**config.mk**
```make
export PLATFORM = sky130hd
export DESIGN_NAME = rs232_to_axis
export DESIGN_NICKNAME = d
export VERILOG_FILES = /design/src/rtl/rs232_pkg.sv /design/src/rtl/axis_skid_buffer2.sv /design/src/rtl/rs232_to_axis.sv
export SDC_FILE = /design/constraint.sdc
export NUM_CORES = 1
export LEC_CHECK = 0
export CAP_MARGIN = 25
export CORE_UTILIZATION = 44
export DETAILED_ROUTE_END_ITERATION = 10
export SLEW_MARGIN = 20
export SYNTH_ARGS = -nofsm -noshare
export SYNTH_HDL_FRONTEND = slang
export SYNTH_SLANG_ARGS = --single-unit
export TNS_END_PERCENT = 30
```
**constraint.sdc**
```tcl
create_clock -name clock -period 3.6 [get_ports clock]
set_input_delay 0.36 -clock clock [delete_from_list [all_inputs] [get_ports clock]]
set_output_delay 0.36 -clock clock [all_outputs]
set_load 0.03 [all_outputs]
```
**src/rtl/rs232_pkg.sv**
```systemverilog
// Shared types and constants for the RS232 receive path.
package rs232_pkg;

    localparam int BIT_COUNT = 8;

    typedef enum logic [2:0] {
        IDLE,
        START,
        DATA,
        STOP,
        BREAK
    } rx_state_t;

    function automatic int baud_count(input int clock_freq, input int baud_rate);
        return clock_freq / baud_rate;
    endfunction

endpackage

```
**src/rtl/axis_skid_buffer2.sv**
```systemverilog
// Two-entry FIFO presenting its head as an AXI-stream source.
// A push into a full buffer is accepted only when the head pops in the same cycle.
module axis_skid_buffer2 #(
    parameter int WIDTH = 8
) (
    input  logic             clock,
    input  logic             resetn,
    input  logic             push,
    input  logic [WIDTH-1:0] wdata,
    output logic [WIDTH-1:0] rdata,
    output logic             valid,
    input  logic             ready,
    output logic             pop,
    output logic             full,
    output logic [1:0]       count
);

    logic [WIDTH-1:0] entry_reg [2];
    logic             rd_ptr_reg;
    logic             wr_ptr_reg;
    logic [1:0]       count_reg;
    logic [1:0]       count_next;
    logic             accept;

    assign valid  = (count_reg != 2'd0);
    assign full   = (count_reg == 2'd2);
    assign count  = count_reg;
    assign pop    = valid && ready;
    assign accept = push && (!full || pop);
    assign rdata  = entry_reg[rd_ptr_reg];

    always_comb begin
        count_next = count_reg;
        if (accept && !pop) begin
            count_next = count_reg + 2'd1;
        end else if (pop && !accept) begin
            count_next = count_reg - 2'd1;
        end
    end

    always_ff @(posedge clock) begin
        if (!resetn) begin
            entry_reg[0] <= '0;
            entry_reg[1] <= '0;
            rd_ptr_reg   <= 1'b0;
            wr_ptr_reg   <= 1'b0;
            count_reg    <= 2'd0;
        end else begin
            if (accept) begin
                entry_reg[wr_ptr_reg] <= wdata;
                wr_ptr_reg            <= ~wr_ptr_reg;
            end
            if (pop) begin
                rd_ptr_reg <= ~rd_ptr_reg;
            end
            count_reg <= count_next;
        end
    end

endmodule

```
**src/rtl/rs232_to_axis.sv**
```systemverilog
// RS232 receiver with RTS flow control, delivering bytes as an AXI-stream source.
// Define RS232RX_MAJORITY_EN for 2-of-3 majority sampling around each sample point.
module rs232_to_axis
    import rs232_pkg::*;
#(
    parameter int CLOCK_FREQ = 133000000,
    parameter int BAUD_RATE  = 115200
) (
    input  logic       clock,
    input  logic       resetn,
    output logic [7:0] odata,
    output logic       ovalid,
    input  logic       oready,
    input  logic       rxd,
    output logic       rtsn,
    output logic       ferror,
    output logic       overrun
);

    localparam int BAUD_COUNT = baud_count(CLOCK_FREQ, BAUD_RATE);
    localparam int CNT_W      = $clog2(BAUD_COUNT);
    localparam int IDX_W      = $clog2(BIT_COUNT);
    localparam logic [CNT_W-1:0] HALF_LOAD = CNT_W'(BAUD_COUNT / 2 - 1);
    localparam logic [CNT_W-1:0] FULL_LOAD = CNT_W'(BAUD_COUNT - 1);
    localparam logic [IDX_W-1:0] LAST_IDX  = IDX_W'(BIT_COUNT - 1);

    logic [1:0]       sync_reg;
    logic             rxs;
    logic [CNT_W-1:0] cnt_reg;
    logic             tc;
    logic             sample;
    logic             bit_val;

    rx_state_t        state_reg, state_next;
    logic [IDX_W-1:0] idx_reg, idx_next;
    logic [7:0]       shift_reg, shift_next;
    logic             push;
    logic             ferror_next;
    logic             ferror_reg;
    logic             overrun_reg;
    logic             rtsn_reg;

    logic             buf_pop;
    logic             buf_full;
    logic [1:0]       buf_count;

    always_ff @(posedge clock) begin
        if (!resetn) begin
            sync_reg <= 2'b11;
        end else begin
            sync_reg <= {sync_reg[0], rxd};
        end
    end

    assign rxs = sync_reg[1];

    // The counter only means anything while a frame is in progress.
    assign tc = (cnt_reg == '0) &&
                (state_reg == START || state_reg == DATA || state_reg == STOP);

    always_ff @(posedge clock) begin
        if (!resetn) begin
            cnt_reg <= '0;
        end else if (state_reg == IDLE && !rxs) begin
            cnt_reg <= HALF_LOAD;
        end else if (tc) begin
            cnt_reg <= FULL_LOAD;
        end else if (cnt_reg != '0) begin
            cnt_reg <= cnt_reg - CNT_W'(1);
        end
    end

`ifdef RS232RX_MAJORITY_EN
    logic [1:0] hist_reg;
    logic       tc_d_reg;

    always_ff @(posedge clock) begin
        if (!resetn) begin
            hist_reg <= 2'b11;
            tc_d_reg <= 1'b0;
        end else begin
            hist_reg <= {hist_reg[0], rxs};
            tc_d_reg <= tc;
        end
    end

    // One cycle after the sample point the window -1/0/+1 is fully visible.
    assign sample  = tc_d_reg;
    assign bit_val = (rxs & hist_reg[0]) | (rxs & hist_reg[1]) | (hist_reg[0] & hist_reg[1]);
`else
    assign sample  = tc;
    assign bit_val = rxs;
`endif

    always_comb begin
        state_next  = state_reg;
        idx_next    = idx_reg;
        shift_next  = shift_reg;
        push        = 1'b0;
        ferror_next = 1'b0;
        case (state_reg)
            IDLE: begin
                if (!rxs) begin
                    state_next = START;
                end
            end
            START: begin
                if (sample) begin
                    if (!bit_val) begin
                        state_next = DATA;
                        idx_next   = '0;
                    end else begin
                        state_next = IDLE;
                    end
                end
            end
            DATA: begin
                if (sample) begin
                    shift_next = {bit_val, shift_reg[7:1]};
                    if (idx_reg == LAST_IDX) begin
                        state_next = STOP;
                    end else begin
                        idx_next = idx_reg + IDX_W'(1);
                    end
                end
            end
            STOP: begin
                if (sample) begin
                    if (bit_val) begin
                        push       = 1'b1;
                        state_next = IDLE;
                    end else begin
                        ferror_next = 1'b1;
                        state_next  = BREAK;
                    end
                end
            end
            BREAK: begin
                if (rxs) begin
                    state_next = IDLE;
                end
            end
            default: state_next = IDLE;
        endcase
    end

    always_ff @(posedge clock) begin
        if (!resetn) begin
            state_reg   <= IDLE;
            idx_reg     <= '0;
            shift_reg   <= '0;
            ferror_reg  <= 1'b0;
            overrun_reg <= 1'b0;
            rtsn_reg    <= 1'b1;
        end else begin
            state_reg   <= state_next;
            idx_reg     <= idx_next;
            shift_reg   <= shift_next;
            ferror_reg  <= ferror_next;
            overrun_reg <= push && buf_full && !buf_pop;
            // Buffer is non-empty next cycle on any push (a dropped push implies full).
            rtsn_reg    <= push || buf_full || (buf_count == 2'd1 && !buf_pop);
        end
    end

    axis_skid_buffer2 #(
        .WIDTH (8)
    ) u_buffer (
        .clock  (clock),
        .resetn (resetn),
        .push   (push),
        .wdata  (shift_next),
        .rdata  (odata),
        .valid  (ovalid),
        .ready  (oready),
        .pop    (buf_pop),
        .full   (buf_full),
        .count  (buf_count)
    );

    assign rtsn    = rtsn_reg;
    assign ferror  = ferror_reg;
    assign overrun = overrun_reg;

endmodule

```
# [After elaboration in Yosys (flattened, before gate mapping)]
# Memories as Yosys holds them, arrays and structs flattened. A register that Yosys moved wholly into a read port is not among the register bits.
# Index checks and enable logic that the tools add are counted.
[totals] regBits=34 ram_bits=16 in_bits=4 memories=1
[classes] n_addsub=4 n_eq_ne=15 n_mux=34 bitwise=3 n_reduce_logical=32
[mem_list] name="u_buffer.entry_reg" depth=2 width=8 read_ports=1 rd_clocked_by_memory_dff=1 wr=2 line="axis_skid_buffer2.sv:18" rtl="logic [WIDTH-1:0] entry_reg [2];"
[op_table] cell="$mux W3" count=11
[op_table] cell="$mux W8" count=3
[op_table] cell="$mux W11" count=2
[op_table] cell="$pmux W3 S5" count=1
[op_table] cell="$ne A2 B2 Y1 const B" count=7
[op_table] cell="$mux W1" count=12
[op_table] cell="$logic_not A11 Y1" count=1
[op_table] cell="$reduce_bool A11 Y1" count=1
[op_table] cell="$sub A11 B1 Y11 const B" count=1
[op_table] cell="$mux W10" count=1
[op_table] cell="$logic_and A1 B1 Y1" count=9
[op_table] cell="$reduce_bool A2 Y1" count=4
[op_table] cell="$reduce_or A8 Y1" count=1
[op_table] cell="$eq A3 B2 Y1 const B" count=2
[op_table] cell="$eq A3 B3 Y1 const B" count=2
[op_table] cell="$mux W2" count=3
[op_table] cell="$pmux W3 S2" count=1
[op_table] cell="$reduce_and A6 Y1" count=1
[op_table] cell="$logic_or A1 B1 Y1" count=5
[op_table] cell="$reduce_and A5 Y1" count=1
[op_table] cell="$logic_not A1 Y1" count=4
[op_table] cell="$add A3 B1 Y3 const B" count=1
[op_table] cell="$eq A3 B1 Y1 const B" count=1
[op_table] cell="$logic_not A3 Y1" count=1
[op_table] cell="10 further kinds" count=12

# [Logic depth before layout (Yosys ltp)]
[logic_depth] ltp_word=12 ltp_mapped=12

# [Cells and area by module]
# Synthesis repeated with hierarchy kept, for this count alone.
[hier_totals] hier_cells=233 area_unflattened_um2=2382.3
[by_module_without_submodules] module="rs232_to_axis" n_inst=1 cells_each=155 area_per_inst_um2=1446.4 seq_area_each_um2=600.6
[by_module_without_submodules] module="axis_skid_buffer2" n_inst=1 cells_each=78 area_per_inst_um2=935.9 seq_area_each_um2=580.6

# [Worst setup path before layout]
# Ideal clock, no wire load.
[synth_timing] path_type="flip-flop to flip-flop" start="register cnt_reg[0]" end="memory u_buffer.entry_reg[1][0] (enable)" setup_time_ns=0.384 t_arrival_ns=2.143 required_time_ns=3.216 setup_slack_ns=1.073 stages_incl_launch_ff=8 path_buffers=1 synth_period_minus_slack_ns=2.527 path_cell_list="dfxtp_1 inv_1 ha_1 nor4b_4 and3_2 buf_2 nand3_1 o21ai_0"
[synth_lines] item="start, declared" line="rs232_to_axis.sv:29" rtl="logic [CNT_W-1:0] cnt_reg;"
[synth_lines] item="start signal, assigned" line="rs232_to_axis.sv:69" rtl="cnt_reg <= cnt_reg - CNT_W'(1);"
[synth_lines] item="end, declared" line="axis_skid_buffer2.sv:18"

# [Worst setup path in the final report]
[layout_timing] start="register cnt_reg[0]" end="register idx_reg[0]"
[layout_via] elab_chain_len=4 word_cells_on_any_way=5
[layout_rtl] item="$logic_not A11 Y1 (*)" line="rs232_to_axis.sv:58" rtl="assign tc = (cnt_reg == '0) &&"
[layout_rtl] item="$logic_and A1 B1 Y1 (*)" line="rs232_to_axis.sv:58"
[layout_rtl] item="$ne A2 B2 Y1 (no line)"
[layout_rtl] item="$reduce_and A5 Y1 (no line) (*)"
[layout_rtl] item="end signal, assigned" line="rs232_to_axis.sv:157" rtl="idx_reg <= idx_next;"
[layout_rtl] item="end, declared" line="rs232_to_axis.sv:35" rtl="logic [IDX_W-1:0] idx_reg, idx_next;"
# Mark *: on every way between the ends. The rest lies on a longest branch, timed or not.
# A chain may end at the register's enable or synchronous reset.

==> metrics <==
status=finished clean; DRC errors left=0; Clock power frac=20.3%; Max Cap Violations=0; Via density=a little over 5; Post-Syn Area per Cell=10.37 µm²; Final Cycle Share=71.00%; Final WS setup=1044 ps; CTS tree=built; post-CTS sizing=0; hold_buf cts=0; clk buf depth=2; Routed WL=between 3000 and 4000 µm; P&R area growth vs syn=13.05%; Crit Path Class=register to register; Congestion Overflow GR=0; post-synthesis register bit count=51; dpl ws=between 1000 and 1500 ps; YS warnings=0; Largest register FFs=16; Crit Path Max Fanout=9; Post-Synthesis Cells=~220; die area=roughly 5500 µm²; drt first-iter violations=between 50 and 60; setup violators final=0; final slew viol count=0; Worst slew margin=approximately 59%; width of the die=between 70 and 80 µm; Pre-Repair DR Iteration Count=4; Clock Sinks=around 50; row count=25; Leakage=just over 0.001 µW; sequential fraction of design power=about 45%; Net count, final=247; Post-CTS Setup Repair Bufs=0; CTS root buffer=clkbuf_8; # fillers=~460; Worst Path Arrival=2810 ps; Clock Latency Late Sink=around 310 ps; TritonCTS Buffers=5; Pwr per Cell Area=between 600 and 700 nW/µm²; synthesized cell area=roughly 2300 µm²; element type at the critical path end=register; Int Pwr=around 1100 µW; # port buffers=15; Final Util=roughly 53%; Synth Flop Type=dfxtp_1; Yosys cell types=between 40 and 50; switching component of the power=approximately 630 µW; die height=74.16 µm; layout cells sized above 1=roughly 12%; Vias=1575; htree depth=2; num ports=16; antenna violations before repair=0; sw frac=around 37%; actual slew at the worst max-slew pin=618.8 ps; diode count=0; Routed Antenna Nets=0; RSZ-0062 raised after global routing=no; share of flip-flops with an asynchronous set or reset=0%; clock-pin slew on the worst setup and hold paths=approximately 100 ps; number of flops mapped to enable cells by yosys=16; worst clock skew=around 12 ps; maximum clock rate=slightly below 400 MHz; Initial Utilization=between 40 and 50%; largest net degree at the start of global routing=19; Gate power share=a little over a third; sequential-to-total area share from yosys stat=about 52%; first-pass GRT wire length=6782 µm; Design Area, Final=about 2600 µm²; final hold violations=0; post-place instance area=approximately 2500 µm²; Core ar.=between 4000 and 5000 µm²; Hold Crit Class=register to register; CP required=between 3000 and 4000 ps; Post-Syn Nets=233; wire per inst=approximately 13 µm; post-layout min period=2556 ps; worst vdd ir=~530 µV; GR Util All Layers=about 17%; CP startpoint kind=register; number of global-route vias before repair=between 1.5k and 2k; detailed placer's ending HPWL=2814 µm; placer congestion estimate=between 0.7 and 0.8; setup TNS=0 ps; Hold WS=around 400 ps
worst paths after layout:
check	start	end	slack (ps)	cells past startpoint
worst max-delay path	cnt_reg[0]	idx_reg[0]	1040	6
worst min-delay path	sync_reg[0]	sync_reg[1]	410	1
worst max register to register	cnt_reg[0]	idx_reg[0]	1040	6
worst min register to register	sync_reg[0]	sync_reg[1]	410	1
cells by family after synthesis:
kind of cell	count (synthesis)	share of synthesized area [%]
and+or+nand+nor	87	20.32
DFF	51	51.56
AOI/OAI and AO/OA	32	9.831
buffers and inverters	20	3.605
muxes	19	8.793
adders and majority gates	8	4.369
xor gates and xnor gates	4	1.529
synth_stat cells, types with 3 or more instances:
cell type	n	area, µm²
nor2_1	38	142.6
edfxtp_1	16	480.5
a21o_1	3	22.52
nor3_1	7	35.03
nand3_1	5	25.02
nor4_1	3	18.77
clkbuf_1	6	22.52
a21oi_1	11	55.05
xor2_1	3	26.28
o21ai_0	3	15.01
inv_1	10	37.54
nand2b_1	5	31.28
nand2_1	10	37.54
mux2_2	9	101.4
mux2i_1	10	100.1
or4_1	3	22.52
buf_2	3	15.01
ha_1	8	100.1
dfxtp_1	35	700.7
critical path, cell delays in order, from the launching register on:
cell and delay (ps):
dfxtp_1 360, inv_1 100, ha_1 150, nor4b_4 480, nand4_1 620, nor4_1 550
mux2_2 230
area by class of cell:
class                           count  area (µm²)  area share, %
Sequential cell                    51        1181          45.60
Clock buffer                        5       68.82          2.657
Tap cell                           67       83.83          3.237
Multi-Input combinational cell    150        1027          39.66
Timing Repair Buffer               17       165.2          6.377
Inverter                           10       37.54          1.449
Clock inverter                      3       26.28          1.014
metrics by stage:
step | power (µW) | cells
5_1_grt | 1809 | 303
2_1_floorplan | 1237 | 221
4_1_cts | 1710 | 303
6_report | 1697 | 303
3_5_place_dp | 1365 | 295
3_3_place_gp | 1361 | 295
routing by layer:
metal  GRT usage, %  vias to the layer above  wire length, µm
li1               -                      812                -
met1          20.77                      733             1920
met2          27.78                       23             1789
met3          3.659                        7              129
met4          8.333                        0               75
met5              0                        -                0
placed cells by master, fill, tap and decap left out, types with 2 or more instances in the layout:
| cell | n |
|---|---|
| ha_1 | 8 |
| xor2_1 | 3 |
| a21o_1 | 3 |
| buf_4 | 2 |
| nor4_1 | 3 |
| or4_1 | 3 |
| nand2b_1 | 5 |
| a21oi_1 | 11 |
| and2_1 | 2 |
| edfxtp_1 | 16 |
| nor3b_1 | 2 |
| nor2_1 | 38 |
| mux2_2 | 9 |
| a22o_1 | 2 |
| or3_1 | 2 |
| inv_1 | 10 |
| dfxtp_1 | 35 |
| o21ai_0 | 3 |
| clkdlybuf4s50_1 | 15 |
| a311oi_1 | 2 |
| nand3_1 | 5 |
| nor3_1 | 7 |
| nand4_1 | 2 |
| o31a_1 | 2 |
| clkbuf_8 | 5 |
| mux2i_1 | 10 |
| nand2_1 | 10 |
| inv_6 | 2 |
| a211oi_1 | 2 |
power groups by stage:
stage	Combinational (µW)	Sequential, µW	Clock (µW)
floorplan	486	751	0
global route	664	769	377
CTS	598	757	355
global placement	593	767	0
finish	594	758	345
detailed placement	596	769	0
(Power assumes the default switching activity.)
